### config.mk
export PLATFORM = sky130hd
export DESIGN_NAME = uart_tx_sched
export DESIGN_NICKNAME = d
export VERILOG_FILES = /design/src/rtl/uart_tx_sched.sv
export SDC_FILE = /design/constraint.sdc
export NUM_CORES = 1
export LEC_CHECK = 0
export ABC_AREA = 0
export BUFFER_PORTS_ARGS = -buffer_cell sky130_fd_sc_hd__buf_2
export CAP_MARGIN = 20
export CORE_MARGIN = 5
export CORE_UTILIZATION = 50
export DETAILED_ROUTE_END_ITERATION = 8
export GPL_ROUTABILITY_DRIVEN = 1
export GPL_TIMING_DRIVEN = 0
export HOLD_SLACK_MARGIN = 0.12
export PLACE_DENSITY = 0.71
export RECOVER_POWER = 50
export SYNTH_ARGS = -nofsm -noshare
export SYNTH_HDL_FRONTEND = slang
export SYNTH_SLANG_ARGS = --single-unit
### constraint.sdc
create_clock -name CLK12MHZ -period 2.3 [get_ports CLK12MHZ]
set_clock_uncertainty 0.1 [all_clocks]
set_input_delay 0 -clock CLK12MHZ [delete_from_list [all_inputs] [get_ports CLK12MHZ]]
set_output_delay 0 -clock CLK12MHZ [all_outputs]
set_load 0.05 [all_outputs]
### src/rtl/uart_tx_sched.sv
// uart_tx_sched: shares one byte-wide UART transmitter between the CPU debug
// byte stream (buffered in a small FIFO) and a periodic 4-byte status beacon.
// Arbitration is round-robin at frame granularity; one byte is issued per
// transmitter tx_Done handshake.
`timescale 1ns/1ps

module uart_tx_sched #(
  parameter int FIFO_DEPTH    = 4,
  parameter int BEACON_PERIOD = 12000000,
  parameter int BEACON_EN     = 1
) (
  input  logic                          CLK12MHZ,
  input  logic                          resetn,
  input  logic [7:0]                    cpu_tx_byte,
  input  logic                          cpu_tx_valid,
  output logic                          cpu_tx_ready,
  input  logic [7:0]                    status_word,
  output logic [7:0]                    tx_byte,
  output logic                          tx_DataValid,
  input  logic                          tx_Active,
  input  logic                          tx_Done,
  output logic [$clog2(FIFO_DEPTH):0]   fifo_level,
  output logic                          beacon_overrun
);

  localparam int AW = $clog2(FIFO_DEPTH);
  localparam int LW = AW + 1;
  localparam int CW = $clog2(BEACON_PERIOD);

  localparam logic [LW-1:0] LEVEL_FULL = LW'(FIFO_DEPTH);
  localparam logic [CW-1:0] CNT_MAX    = CW'(BEACON_PERIOD - 1);
  localparam logic [7:0]    SYNC_BYTE  = 8'hA5;

  typedef enum logic [1:0] {
    S_IDLE,
    S_LOAD,
    S_WAIT
  } state_t;

  typedef enum logic {
    SRC_CPU,
    SRC_BCN
  } src_t;

  // ---------------------------------------------------------------------------
  // CPU byte FIFO
  // ---------------------------------------------------------------------------
  logic [7:0]    mem [FIFO_DEPTH];
  logic [AW-1:0] wr_ptr;
  logic [AW-1:0] rd_ptr;
  logic [LW-1:0] count;
  logic          push;
  logic          pop;

  assign cpu_tx_ready = (count != LEVEL_FULL);
  assign fifo_level   = count;
  assign push         = cpu_tx_valid && cpu_tx_ready;

  // Storage array: written on push only.
  // NOTE: the byte array has no reset; its contents are never read before a
  // push writes them, and leaving it unreset lets it map onto plain RAM/LUTs.
  always_ff @(posedge CLK12MHZ) begin
    if (push) begin
      mem[wr_ptr] <= cpu_tx_byte;
    end
  end

  // Pointers and occupancy; power-of-two depth lets the pointers wrap naturally.
  // NOTE: every sequential block uses non-blocking assignments so all
  // registers update from the same pre-edge values, with no ordering races.
  always_ff @(posedge CLK12MHZ or negedge resetn) begin
    if (!resetn) begin
      wr_ptr <= '0;
      rd_ptr <= '0;
      count  <= '0;
    end else begin
      if (push) begin
        wr_ptr <= wr_ptr + AW'(1);
      end
      if (pop) begin
        rd_ptr <= rd_ptr + AW'(1);
      end
      case ({push, pop})
        2'b10:   count <= count + LW'(1);
        2'b01:   count <= count - LW'(1);
        default: count <= count;
      endcase
    end
  end

  // ---------------------------------------------------------------------------
  // Beacon tick generator and pending-beacon bookkeeping
  // ---------------------------------------------------------------------------
  logic [CW-1:0] bcn_cnt;
  logic          tick;
  logic          pending;
  logic [7:0]    seq;
  logic [7:0]    stat_q;
  logic          bcn_grant;
  logic          cpu_grant;

  assign tick = (BEACON_EN != 0) && (bcn_cnt == CNT_MAX);

  // Free-running period counter; held at zero when the beacon is disabled.
  always_ff @(posedge CLK12MHZ or negedge resetn) begin
    if (!resetn) begin
      bcn_cnt <= '0;
    end else if ((BEACON_EN == 0) || (bcn_cnt == CNT_MAX)) begin
      bcn_cnt <= '0;
    end else begin
      bcn_cnt <= bcn_cnt + CW'(1);
    end
  end

  // A tick arms a new beacon unless one is still waiting to start, in which
  // case the tick is dropped and the sticky overrun flag records it.
  always_ff @(posedge CLK12MHZ or negedge resetn) begin
    if (!resetn) begin
      pending        <= 1'b0;
      seq            <= 8'h00;
      stat_q         <= 8'h00;
      beacon_overrun <= 1'b0;
    end else begin
      if (bcn_grant) begin
        pending <= 1'b0;
      end
      if (tick) begin
        if (pending) begin
          beacon_overrun <= 1'b1;
        end else begin
          pending <= 1'b1;
          stat_q  <= status_word;
          seq     <= seq + 8'd1;
        end
      end
    end
  end

  // ---------------------------------------------------------------------------
  // Issue FSM
  // ---------------------------------------------------------------------------
  state_t     state_q;
  state_t     state_d;
  src_t       src_q;
  src_t       last_q;
  logic [1:0] idx_q;
  logic [7:0] frm_seq;
  logic [7:0] frm_stat;
  logic [7:0] frame_byte;
  logic [7:0] byte_d;
  logic       dv_d;
  logic       arb_open;
  logic       cpu_cand;
  logic       frame_more;

  // Round-robin decision, only taken while idle with the transmitter free.
  assign cpu_cand   = (count != '0);
  assign arb_open   = (state_q == S_IDLE) && !tx_Active;
  assign cpu_grant  = arb_open && cpu_cand && (!pending || (last_q == SRC_BCN));
  assign bcn_grant  = arb_open && pending  && (!cpu_cand || (last_q == SRC_CPU));
  assign frame_more = (src_q == SRC_BCN) && (idx_q != 2'd3);

  // State register.
  always_ff @(posedge CLK12MHZ or negedge resetn) begin
    if (!resetn) begin
      state_q <= S_IDLE;
    end else begin
      state_q <= state_d;
    end
  end

  // Next-state logic; a beacon frame stays atomic by looping WAIT->LOAD.
  // NOTE: state_d gets a default before the case so no path leaves it
  // unassigned, which would otherwise infer a latch.
  always_comb begin
    state_d = state_q;
    case (state_q)
      S_IDLE: begin
        if (cpu_grant || bcn_grant) begin
          state_d = S_LOAD;
        end
      end
      S_LOAD: begin
        state_d = S_WAIT;
      end
      S_WAIT: begin
        if (tx_Done) begin
          state_d = frame_more ? S_LOAD : S_IDLE;
        end
      end
      default: begin
        state_d = S_IDLE;
      end
    endcase
  end

  // Frame byte selected by the index; values were latched at grant so a
  // beacon tick during the frame cannot corrupt it.
  always_comb begin
    case (idx_q)
      2'd0:    frame_byte = SYNC_BYTE;
      2'd1:    frame_byte = frm_seq;
      2'd2:    frame_byte = frm_stat;
      default: frame_byte = SYNC_BYTE ^ frm_seq ^ frm_stat;
    endcase
  end

  // Output decode: LOAD produces the byte, the strobe and (for CPU) the pop.
  always_comb begin
    dv_d   = 1'b0;
    pop    = 1'b0;
    byte_d = tx_byte;
    if (state_q == S_LOAD) begin
      dv_d = 1'b1;
      if (src_q == SRC_CPU) begin
        pop    = 1'b1;
        byte_d = mem[rd_ptr];
      end else begin
        byte_d = frame_byte;
      end
    end
  end

  // Registered transmitter interface plus grant/source/index bookkeeping.
  always_ff @(posedge CLK12MHZ or negedge resetn) begin
    if (!resetn) begin
      tx_byte      <= 8'h00;
      tx_DataValid <= 1'b0;
      src_q        <= SRC_CPU;
      last_q       <= SRC_BCN;
      idx_q        <= 2'd0;
      frm_seq      <= 8'h00;
      frm_stat     <= 8'h00;
    end else begin
      tx_byte      <= byte_d;
      tx_DataValid <= dv_d;
      if (cpu_grant) begin
        src_q  <= SRC_CPU;
        last_q <= SRC_CPU;
      end
      if (bcn_grant) begin
        src_q    <= SRC_BCN;
        last_q   <= SRC_BCN;
        idx_q    <= 2'd0;
        frm_seq  <= seq;
        frm_stat <= stat_q;
      end
      if ((state_q == S_WAIT) && tx_Done && frame_more) begin
        idx_q <= idx_q + 2'd1;
      end
    end
  end

endmodule

==> impl_metrics.env <==
export IMPL_drtAntennaViolNets=0
export IMPL_slew_violations=0
export IMPL_rsz0062_at_grt="true"
export IMPL_critical_path_buf_inv_count=1
export IMPL_start_kind="flop"
export IMPL_fp_coreArea_um2=9770
export IMPL_wl_um=9790
export IMPL_timing_final_setup_violations=0
export IMPL_dpl_instance_area_um2=5390
export IMPL_worst_slew_pin_transition_ns=0.763
export IMPL_flow_area_growth_from_synthesis_pct=17.4
export IMPL_worstPathArrival_ns=2.46
export IMPL_detail_route_iter0_violations=178
export IMPL_vdd_ir_drop_worst_uv=714
export IMPL_yosys_warnings=0
export IMPL_routedWlPerCell_um=16.3
export IMPL_crit_path_cell_trace="or3_1 -> or4_4 -> nor4_4 -> buf_6 -> mux2_4"
export IMPL_fin_util=0.601
export IMPL_maximum_capacitance_violations=0
export IMPL_total_number_of_vias=3237
export IMPL_place_worst_setup_slack_ns=-0.179
export IMPL_floorplan_rows=36
export IMPL_grt_use_total=0.178
export IMPL_clk_transition_reported_paths_ns=0.12
export IMPL_synthesis_instances=385
export IMPL_dr_pass1_iters=4
export IMPL_grt_pass1_vias=3254
export IMPL_post_dp_hpwl_um=6530
export IMPL_min_delay_start="tx_Done"
export IMPL_synth_cell_types=42
export IMPL_crit_start="bcn_cnt[15]"
export IMPL_synth_largest_type_area_fraction=0.395
export IMPL_element_type_at_the_critical_path_end="flop"
export IMPL_whs_ns=0.260
export IMPL_finalCriticalPeriod_ns=2.28
export IMPL_worst_path_largest_cell_delay_ns=0.45
export IMPL_postSynthAreaPerCell_um2=13.0
export IMPL_place_gp_congestion=0.754
export IMPL_top_level_ports=35
export IMPL_synth_top_area_cell="dfrtp_1"
export IMPL_ctsHtreeMaxLevel=3
export IMPL_syn_num_nets=418
export IMPL_grt_max_degree=55
export IMPL_synth_seq_cells=112
export IMPL_slew_limit_headroom=0.491
export IMPL_setup_worst_path_class="reg2reg"
export IMPL_post_route_cells_drive_above_1_share=0.215
export IMPL_min_period_over_period=0.991
export IMPL_n_antenna_cell=0
export IMPL_finished_cell_area_um2=5870
export IMPL_result_of_the_run="complete, no violations"
export IMPL_antenna_found_initial=0
export IMPL_fp_dieH_um=110
export IMPL_synth_seq_area_share=0.593
export IMPL_worst_hold_path_type="in2reg"
export IMPL_worstPathMaxFanout=5
export IMPL_drc=0
export IMPL_routed_via_density=5.38
export IMPL_leakage_nw=2.54
export IMPL_max_freq_mhz=439
export IMPL_power_density_nw_per_um2=866
export IMPL_cts_inserted_buffers=9
export IMPL_clock_insertion_delay_worst_skew_ns=0.39
export IMPL_cts_root_buffer_cell="clkbuf_8"
export IMPL_critical_path_top_delay_family="simple AND/OR/NAND/NOR gates"
export IMPL_fin_ws_ns=0.0196
export IMPL_critPathRequiredTime_ns=2.48
export IMPL_cts_root_to_sink_buffers=2
export IMPL_r2r_start="bcn_cnt[15]"
export IMPL_chipWidth_um=110
export IMPL_placement_io_buffers=34
export IMPL_syn_area_um2=5000
export IMPL_nets=497
export IMPL_cts_num_sinks=112
export IMPL_synthTopCellsByArea="dfrtp_1 (40%), edfxtp_1 (19%), xor2_1 (4.2%)"
export IMPL_floorplan_die_area_um2=12100
export IMPL_floorplan_initialDensity=0.512
export IMPL_critical_path_slowest_cell="or4_4"
export IMPL_cts_tree="built"
export IMPL_grt_remaining_overflow=0
export IMPL_first_pass_grt_wire_length_um=16300
export IMPL_count_of_endpoints_failing_hold_in_the_final_timing_report=0
==> placed cells by master (no fill, tap or decap), drive strengths merged, types with 2 or more instances in the layout <==
master	n
a21o	2
a21oi	19
a221oi	4
a32oi	4
and2	3
and3	8
and4	3
buf	37
clkbuf	34
clkinv	4
dfrtp	79
dlygate4sd3	21
edfxtp	32
ha	11
inv	18
mux2	25
mux2i	8
mux4	8
nand2	25
nand2b	2
nand3	14
nand4	8
nand4bb	2
nor2	21
nor3	8
nor4	3
o21ai	8
o31ai	6
or3	4
or4	7
xnor2	11
xor2	24
==> cell usage after synthesis, drive strengths merged <==
cell and n:
dfrtp 79, edfxtp 32, mux2 25, nand2 25, xor2 24, nor2 21, a21oi 19, inv 14
nand3 14, clkbuf 11, ha 11, xnor2 11, and3 8, mux2i 8, mux4 8, nand4 8
nor3 8, o21ai 8, or4 7, o31ai 6, a221oi 4, a32oi 4, buf 4, or3 4
and2 3, and4 3, nor4 3, a21o 2, nand2b 2, nand4bb 2, clkinv 1, dfstp 1
fa 1, nor2b 1, o21bai 1, o41ai 1, or2 1
==> power breakdown <==
group | internal (mW) | leakage, nW | switching (mW)
logic | 0.480 | 1.09 | 0.952
clock network | 0.427 | 0.101 | 0.747
registers | 2.34 | 1.35 | 0.140
==> state kept, by name, summed over array words and instances, names as in the netlist <==
register / flops
idx_q: 2
fifo_level: 3
seq: 8
frm_stat: 8
rd_ptr: 2
tx_DataValid: 1
tx_byte: 8
last_q: 1
mem: 32
wr_ptr: 2
stat_q: 8
bcn_cnt: 24
frm_seq: 8
beacon_overrun: 1
state_q: 2
src_q: 1
pending: 1
==> final timing paths <==
path,to,slack (ns),cells after the start
min in group asynchronous,last_q,0.71,3
min,state_q[1],0.26,3
max in group asynchronous,bcn_cnt[20],0.60,4
max reg2reg,stat_q[3],0.02,5
max,stat_q[3],0.02,5
min reg2reg,beacon_overrun,0.37,1
==> worst register-to-register path: stages (launching register included) <==
cell	delay, ns
dfrtp_1	0.40
or3_1	0.37
or4_4	0.45
nor4_4	0.34
buf_6	0.20
mux2_4	0.31
==> what timing repair did <==
action,in CTS,in global routing
endpoints found under the setup margin,19,17
cloned,1,0
hold buffers,22,0
pin swaps,1,3
resized for setup,6,3
hold endpoints to repair,133,0
setup buffers,6,6
==> cell families after synthesis <==
group                    Yosys count  synth area share
flip-flops                       112             0.593
multiplexers                      41             0.114
XOR/XNOR                          35            0.0613
adder cells (fa/ha/maj)           12            0.0315
AND/OR/NAND/NOR                  110             0.118
buffers and inverters             30            0.0258
AO/OA/AOI/OAI                     45            0.0563
==> metrics by stage <==
stage | TNS, ns | total power, mW | cells
after floorplan | 0 | 3.55 | 385
after global placement | -2.22 | 3.88 | 552
after detailed placement | -2.41 | 3.95 | 553
after CTS | -0.0914 | 5.13 | 597
after global routing | -0.228 | 5.35 | 602
final | 0 | 5.08 | 602
==> area by class of cell <==
type	instances	area, um^2
Buffer	13	60.1
Clock buffer	9	124
Clock inverter	7	72.6
Fill cell	797	3900
Inverter	15	56.3
Multi-Input combinational cell	243	1950
Sequential cell	112	2970
Tap cell	133	166
Timing Repair Buffer	70	478
==> per-layer routing <==
layer  GRT usage  part of all wire  up-vias  routed length, um
met5           0                 0        -                  0
met1       0.248              0.47     1613               4600
met4      0.0801             0.021        0                202
li1            -                 -     1549                  -
met3      0.0239             0.029       14                283
met2       0.282              0.48       61               4700
Note: power is estimated with default switching activity, not from simulation.
